**src/rtl/sram128x8_ctrl.sv**
```systemverilog
`timescale 1ns/1ps
// sram128x8_ctrl: valid/ready front end for the gf180 128x8 SRAM macro.
// Power-up sweep, flop-driven macro pins, credit-limited in-order reads.
module sram128x8_ctrl #(
  parameter bit         INIT_EN    = 1'b1,
  parameter logic [7:0] INIT_VALUE = 8'h00,
  parameter int         RSP_DEPTH  = 4
) (
  input  logic       CLK,
  input  logic       RSTN,
  input  logic       req_valid,
  output logic       req_ready,
  input  logic       req_we,
  input  logic [6:0] req_addr,
  input  logic [7:0] req_wdata,
  input  logic [7:0] req_wmask,
  output logic       rsp_valid,
  input  logic       rsp_ready,
  output logic [7:0] rsp_rdata,
  output logic       init_done,
  output logic       CEN,
  output logic       GWEN,
  output logic [7:0] WEN,
  output logic [6:0] A,
  output logic [7:0] D,
  input  logic [7:0] Q
);

  typedef enum logic {INIT, RUN} state_t;

  localparam logic [2:0] LAST = 3'(RSP_DEPTH - 1);
  localparam logic [3:0] CRED = 4'(RSP_DEPTH);

  state_t     state;
  logic [6:0] cnt;
  logic       init_last;

  logic       rd_s1;
  logic       rd_s2;
  logic [7:0] fifo_mem [8];
  logic [2:0] wr_ptr;
  logic [2:0] rd_ptr;
  logic [3:0] fifo_cnt;
  logic [3:0] used;

  logic       accept;
  logic       wr_go;
  logic       rd_go;
  logic       push;
  logic       pop;

  function automatic logic [2:0] ptr_inc(input logic [2:0] p);
    return (p == LAST) ? 3'd0 : p + 3'd1;
  endfunction

  assign used      = 4'(rd_s1) + 4'(rd_s2) + fifo_cnt;
  assign req_ready = (state == RUN) && (used < CRED);

  assign accept = req_valid && req_ready;
  assign wr_go  = accept && req_we && (req_wmask != 8'h00);
  assign rd_go  = accept && !req_we;

  assign rsp_valid = (fifo_cnt != 4'd0);
  assign rsp_rdata = fifo_mem[rd_ptr];
  assign push      = rd_s2;
  assign pop       = rsp_valid && rsp_ready;

  // Sweep/run sequencer; every macro pin comes straight from a flop here.
  always_ff @(posedge CLK or negedge RSTN) begin
    if (!RSTN) begin
      state     <= INIT;
      cnt       <= 7'd0;
      init_last <= 1'b0;
      init_done <= 1'b0;
      CEN       <= 1'b1;
      GWEN      <= 1'b1;
      WEN       <= 8'hFF;
      A         <= 7'd0;
      D         <= 8'd0;
    end else begin
      CEN  <= 1'b1;
      GWEN <= 1'b1;
      WEN  <= 8'hFF;
      unique case (state)
        INIT: begin
          if (!INIT_EN || init_last) begin
            state     <= RUN;
            init_done <= 1'b1;
          end else begin
            CEN       <= 1'b0;
            GWEN      <= 1'b0;
            WEN       <= 8'h00;
            A         <= cnt;
            D         <= INIT_VALUE;
            cnt       <= cnt + 7'd1;
            init_last <= (cnt == 7'd127);
          end
        end
        RUN: begin
          unique case (1'b1)
            wr_go: begin
              CEN  <= 1'b0;
              GWEN <= 1'b0;
              WEN  <= ~req_wmask;
              A    <= req_addr;
              D    <= req_wdata;
            end
            rd_go: begin
              CEN <= 1'b0;
              A   <= req_addr;
            end
            default: ;
          endcase
        end
      endcase
    end
  end

  // Read tag pipeline and response FIFO; Q lands two edges after accept.
  always_ff @(posedge CLK or negedge RSTN) begin
    if (!RSTN) begin
      rd_s1    <= 1'b0;
      rd_s2    <= 1'b0;
      wr_ptr   <= 3'd0;
      rd_ptr   <= 3'd0;
      fifo_cnt <= 4'd0;
      for (int i = 0; i < 8; i++) begin
        fifo_mem[i] <= 8'd0;
      end
    end else begin
      rd_s1 <= rd_go;
      rd_s2 <= rd_s1;
      if (push) begin
        fifo_mem[wr_ptr] <= Q;
        wr_ptr           <= ptr_inc(wr_ptr);
      end
      if (pop) begin
        rd_ptr <= ptr_inc(rd_ptr);
      end
      case ({push, pop})
        2'b10:   fifo_cnt <= fifo_cnt + 4'd1;
        2'b01:   fifo_cnt <= fifo_cnt - 4'd1;
        default: ;
      endcase
    end
  end

endmodule

```
**config.mk**
```make
export PLATFORM = sky130hd
export DESIGN_NAME = sram128x8_ctrl
export DESIGN_NICKNAME = d
export VERILOG_FILES = /design/src/rtl/sram128x8_ctrl.sv
export SDC_FILE = /design/constraint.sdc
export NUM_CORES = 1
export LEC_CHECK = 0
export CELL_PAD_IN_SITES_DETAIL_PLACEMENT = 1
export CELL_PAD_IN_SITES_GLOBAL_PLACEMENT = 2
export CORE_MARGIN = 5
export CORE_UTILIZATION = 38
export DETAILED_ROUTE_END_ITERATION = 7
export PLACE_DENSITY = 0.86
export REMOVE_ABC_BUFFERS = 1
export SLEW_MARGIN = 20
export SYNTH_ARGS = -nofsm -noshare
export SYNTH_HDL_FRONTEND = slang
export SYNTH_SLANG_ARGS = --single-unit
```
**constraint.sdc**
```tcl
create_clock -name CLK -period 3.3 [get_ports CLK]
set_input_delay 0.66 -clock CLK [delete_from_list [all_inputs] [get_ports CLK]]
set_output_delay 0.66 -clock CLK [all_outputs]
set_load 0.05 [all_outputs]
```
# After elaboration in Yosys (flattened, before gate mapping)
# Cells that the tools add are included.
# Widths: inputs -> output; s select.
dict set report totals {
  output_inout_bits 36
  regBits 111
  elab_cells 87
}
dict set report op_classes {
  add_sub_neg 7
  reduce_logical 16
  n_bitwise 5
  n_mux 25
  order_cmp 4
  eq_ne 8
}
# op n
set op_table {}
lappend op_table {{$bwmux 64} 1}
lappend op_table {{$mux 8} 7}
lappend op_table {{$pmux 8 s2} 2}
lappend op_table {{$bmux 8 s3} 1}
lappend op_table {{$demux 8 s3} 1}
lappend op_table {{$mux 7} 2}
lappend op_table {{$pmux 7 s2} 1}
lappend op_table {{$ge 4x4->1 const B} 2}
lappend op_table {{$not 3->4} 2}
lappend op_table {{$not 8->8} 1}
lappend op_table {{$pmux 4 s2} 1}
lappend op_table {{$reduce_and 2->1} 4}
lappend op_table {{$reduce_bool 8->1} 1}
lappend op_table {{$add 7x1->7 const B} 1}
lappend op_table {{$eq 7x7->1 const B} 1}
lappend op_table {{$logic_and 1x1->1} 7}
lappend op_table {{$add 3x1->3 const B} 2}
lappend op_table {{$eq 3x2->1 const B} 2}
lappend op_table {{$mux 3} 2}
lappend op_table {{$mux 1} 5}
lappend op_table {{$add 2x4->4} 1}
lappend op_table {{$add 4x1->4 const B} 1}
lappend op_table {{$lt 4x1->1 const B} 1}
lappend op_table {{$lt 4x3->1 const B} 1}
lappend op_table {{other kinds (12)} 15}

# Longest topological paths before layout
dict set report depth {
  depth_word 10
  mapped_depth 10
}

# Worst setup path after synthesis
# Ideal clock, no wire load.
dict set report synth_path {
  path_type {register -> register}
  start {reg fifo_cnt[3]}
  end {reg fifo_cnt[3]}
  setup_time_ps 80
  n_path_buf 1
  period_less_slack_ps 2825
  t_arrival_ps 2745
  path_stages_with_launch 11
  setup_slack_ps 475
  t_required_ps 3220
  cell_sequence {dfrtp_1 -> nor2_1 -> nand3_1 -> and2_1 -> clkbuf_1 -> ha_1 -> ha_1 -> a21o_1 -> a21oi_1 -> mux2i_1 -> xnor2_1}
}
dict set report synth_via {
  elab_chain_len 4
  elab_cells_between_ends 8
}
# element line
set synth_rtl {}
lappend synth_rtl {{start, declared} 43} ;# logic [3:0] fifo_cnt;
lappend synth_rtl {{start signal, assigned} 141} ;# 2'b10: fifo_cnt <= fifo_cnt + 4'd1;
lappend synth_rtl {{start signal, assigned} 142} ;# 2'b01: fifo_cnt <= fifo_cnt - 4'd1;
lappend synth_rtl {{$reduce_bool 4->1 (*)} 63} ;# assign rsp_valid = (fifo_cnt != 4'd0);
lappend synth_rtl {{named net rsp_valid} 17} ;# output logic rsp_valid,
lappend synth_rtl {{$logic_and 1x1->1 (*)} 66} ;# assign pop = rsp_valid && rsp_ready;
lappend synth_rtl {{$eq 2x1->1 / $eq 2x2->1 (equally long branches)} 140} ;# case ({push, pop})
lappend synth_rtl {{$pmux 4 s2 / $reduce_bool 2->1 (equally long branches)} --}
# The timed path passes the listed nets; every way through them passes the cells marked *.
# A chain may end at the register's enable or synchronous reset.

# Final worst setup path
dict set report layout_path {
  start {reg rd_ptr[0]}
  end {out rsp_rdata[4]}
}
dict set report layout_via {
  elab_chain_len 4
}
# element line
set layout_rtl {}
lappend layout_rtl {{start, declared} 42} ;# logic [2:0] rd_ptr;
lappend layout_rtl {{start signal, assigned} 138} ;# rd_ptr <= ptr_inc(rd_ptr);
lappend layout_rtl {{$not 3->4 (not written as such)} 64} ;# assign rsp_rdata = fifo_mem[rd_ptr];
lappend layout_rtl {{$bmux 8 s3} 64}
lappend layout_rtl {{$mux 8 (not written as such) (2 in series)} 64}
lappend layout_rtl {{end, declared} 19} ;# output logic [7:0] rsp_rdata,
# No other way between the ends. The select of a mux whose other input is x is not followed.

==> run_results.csv <==
group,metric,value,unit
run_status,status,"complete, no violations",
detailed_routing,postRouteAntennaNets,0,
floorplan,fp-row-count,42,
pwr,p_per_area,542,nW/um^2
floorplan,die_x,127,microns
clock_network,cts_tree,"built",
clock_network,cts-buffers-inserted,9,
setup_path,crit_chain,"mux4_2, nand2_1, nand2_1, clkdlybuf4s50_1",
setup_path,end_kind,"output pin",
clock_network,cts_hold_buf,0,
clock_network,clock-root-buffer,"clkbuf_16",
setup_path,crit_buf_inv,1,
setup_path,path_common_cell,"nand2_1",
grt,grt_max_degree,58,
layout,multiInputGateArea,2290,sq um
grt,antenna_found_initial,0,
pwr,peakVddDrop,0.000257,V
logic_synthesis,yosysSeqAreaShare,53.7,%
detailed_routing,wl,12400,microns
place,io_buffers,71,
flow_run,drv_cap,0,
place,gp_congestion,0.784,
setup_path,cp_top_family,"buffers and inverters",
logic_synthesis,synth_cells,390,
detailed_routing,wl_per_cell,19.3,microns
layout,area_growth,23.7,%
logic_synthesis,ys_seq_elements,111,
logic_synthesis,syn_area_per_cell,13.3,sq um
setup_path,cp.required,2640,ps
logic_synthesis,netlist_area,5190,sq um
layout,fillers,1382,
detailed_routing,drt_iter0_drc,61,
setup_path,cp_max_fo,8,
clock_network,insertion_delay,360,ps
setup_path,cp_slowest_stage_delay,690,ps
timing,clock.fmax,327,MHz
layout,layout_common_cells,"101 x dfrtp_1, 81 x mux2_2, 63 x clkdlybuf4s50_1",
logic_synthesis,synth_edf_count,0,
floorplan,core,13300,sq um
layout,final_common_cell,"dfrtp_1",
place,dpl.hpwl,8570,microns
grt,grtUsageTotal,16.6,%
setup_path,startpoint_type,"flop",
grt,grt-ovfl-total,0,
layout,diodes,0,
logic_synthesis,ys.flop_type,"dfrtp_1",
layout,fin_nets,506,
timing,rsz0062_at_grt,"false",
timing,timing.hold.ws,353,ps
clock_network,postCtsSetupBuffers,0,
timing,hold_viol,0,
timing,setup-tns-final,0,ps
timing,period_share,92.6,%
detailed_routing,num_vias,3371,
timing,final_max_slew_viol_count,0,
floorplan,die_y,127,microns
pwr,power.leakage,2.85,nW
timing,slew_headroom,39.2,%
detailed_routing,via_per_inst,5.24,
layout,drive_gt1_share,31.3,%
setup_path,path_class,"flop to output pin",
timing,period_minus_slack,3060,ps
logic_synthesis,synthArstFlopShare,100,%
setup_path,arrival,2400,ps
timing,setup_viol,0,
floorplan,ios,72,
clock_network,clock_path_buffers,2,
timing,worstMarginPinSlew,906,ps
layout,seqCellArea,2790,sq um
clock_network,ctsHtreeMaxLevel,3,
logic_synthesis,ys_types,41,
clock_network,cts.clk_slew.worst_paths,80,ps
floorplan,die_area,16100,sq um
detailed_routing,dr.pass1.iters,4,
floorplan,start_util,39.1,%
clock_network,clock_sinks,111,
setup_path,cpMaxStageDelayCell,"clkdlybuf4s50_1",
grt,grt_first_pass_wirelength,21000,microns
worst_hold_path,hold_class,"input port to async pin",
logic_synthesis,yosys_warnings,0,
detailed_routing,drc,0,
grt,grt_pass1_vias,3956,
timing,fin_skew,10.9,ps
synth_stat cells, types with 4 or more instances:
library cell | number | share of area [%]
xnor2_1 | 5 | 0.84
nor2_1 | 8 | 0.58
mux4_2 | 16 | 6.9
dfstp_2 | 10 | 5.1
a21oi_1 | 15 | 1.4
ha_1 | 7 | 1.7
clkbuf_1 | 14 | 1.0
nor3_1 | 13 | 1.3
nand2_1 | 34 | 2.5
a211oi_1 | 7 | 1.0
dfrtp_1 | 101 | 49
and2_1 | 9 | 1.1
nand2b_1 | 8 | 0.96
mux2_2 | 81 | 18
o22ai_1 | 6 | 0.72
buf_2 | 4 | 0.39
inv_1 | 8 | 0.58
layout make-up:
class	instances	area share, %
flip-flops and latches	111	43.4
well taps	176	3.43
clock inverters	7	1.48
inverters	8	0.467
multi-input cells	252	35.6
repair buffers	80	12.1
clock buffers	9	3.51
timing repair:
item                                    4_1_cts  5_1_grt
gates resized for setup                       0        1
endpoints found under the setup margin        0        1
endpoints found under the hold margin         0        0
power breakdown:
| group | internal [mW] | total (mW) | switching (mW) |
|---|---|---|---|
| registers | 1.42 | 1.52 | 0.101 |
| clock network | 0.613 | 1.16 | 0.549 |
| logic | 0.381 | 0.802 | 0.421 |
| total | 2.41 | 3.48 | 1.07 |
flip-flops by register name, summed over array words and instances (netlist names):
register / count
A: 7
WEN: 8
cnt: 7
init_done: 1
D: 8
wr_ptr: 3
rd_s1: 1
state: 1
fifo_mem: 64
CEN: 1
init_last: 1
push: 1
fifo_cnt: 4
GWEN: 1
rd_ptr: 3
path summary, 6_finish.rpt:
check	startpoint	slack [ps]	endpoint	cells after the start
setup / recovery	rd_ptr[0]	240	rsp_rdata[4]	4
hold / removal	RSTN	350	fifo_mem[30]	1
setup reg to reg	fifo_cnt[3]	750	fifo_cnt[3]	9
hold reg to reg	rd_s1	400	push	0
max in group asynchronous	RSTN	2150	WEN[4]	2
min in group CLK	rd_s1	400	push	0
through the flow:
stage	setup WS [ps]	power [mW]	instances	area, sq um	util [%]
detailed placement	448	2.36	627	6100	45.9
global route	87.8	3.66	643	6420	48.3
floorplan	550	2.06	371	5110	-
global placement	497	2.33	627	6100	45.9
finish	244	3.48	643	6420	48.3
CTS	63.8	3.54	643	6420	48.3
routing by layer:
metal	vias to the layer above	part of all wire, %	GRT usage (%)	wire length [microns]
met2	74	49	28.0	6070
met1	1718	44	20.0	5400
met4	0	1.1	4.10	137
met5	-	0	0	0
met3	12	6.3	6.35	775
li1	1567	-	-	-
logic make-up after synthesis:
logic type                 after synthesis  share of synthesized area [%]
and+or+nand+nor                         95                           9.83
adders and majority gates                8                           2.07
muxes                                  100                           25.1
xor gates and xnor gates                 8                           1.35
AOI/OAI and AO/OA                       41                           5.71
buffers and inverters                   27                           2.19
DFF                                    111                           53.7
(Power assumes the default switching activity.)
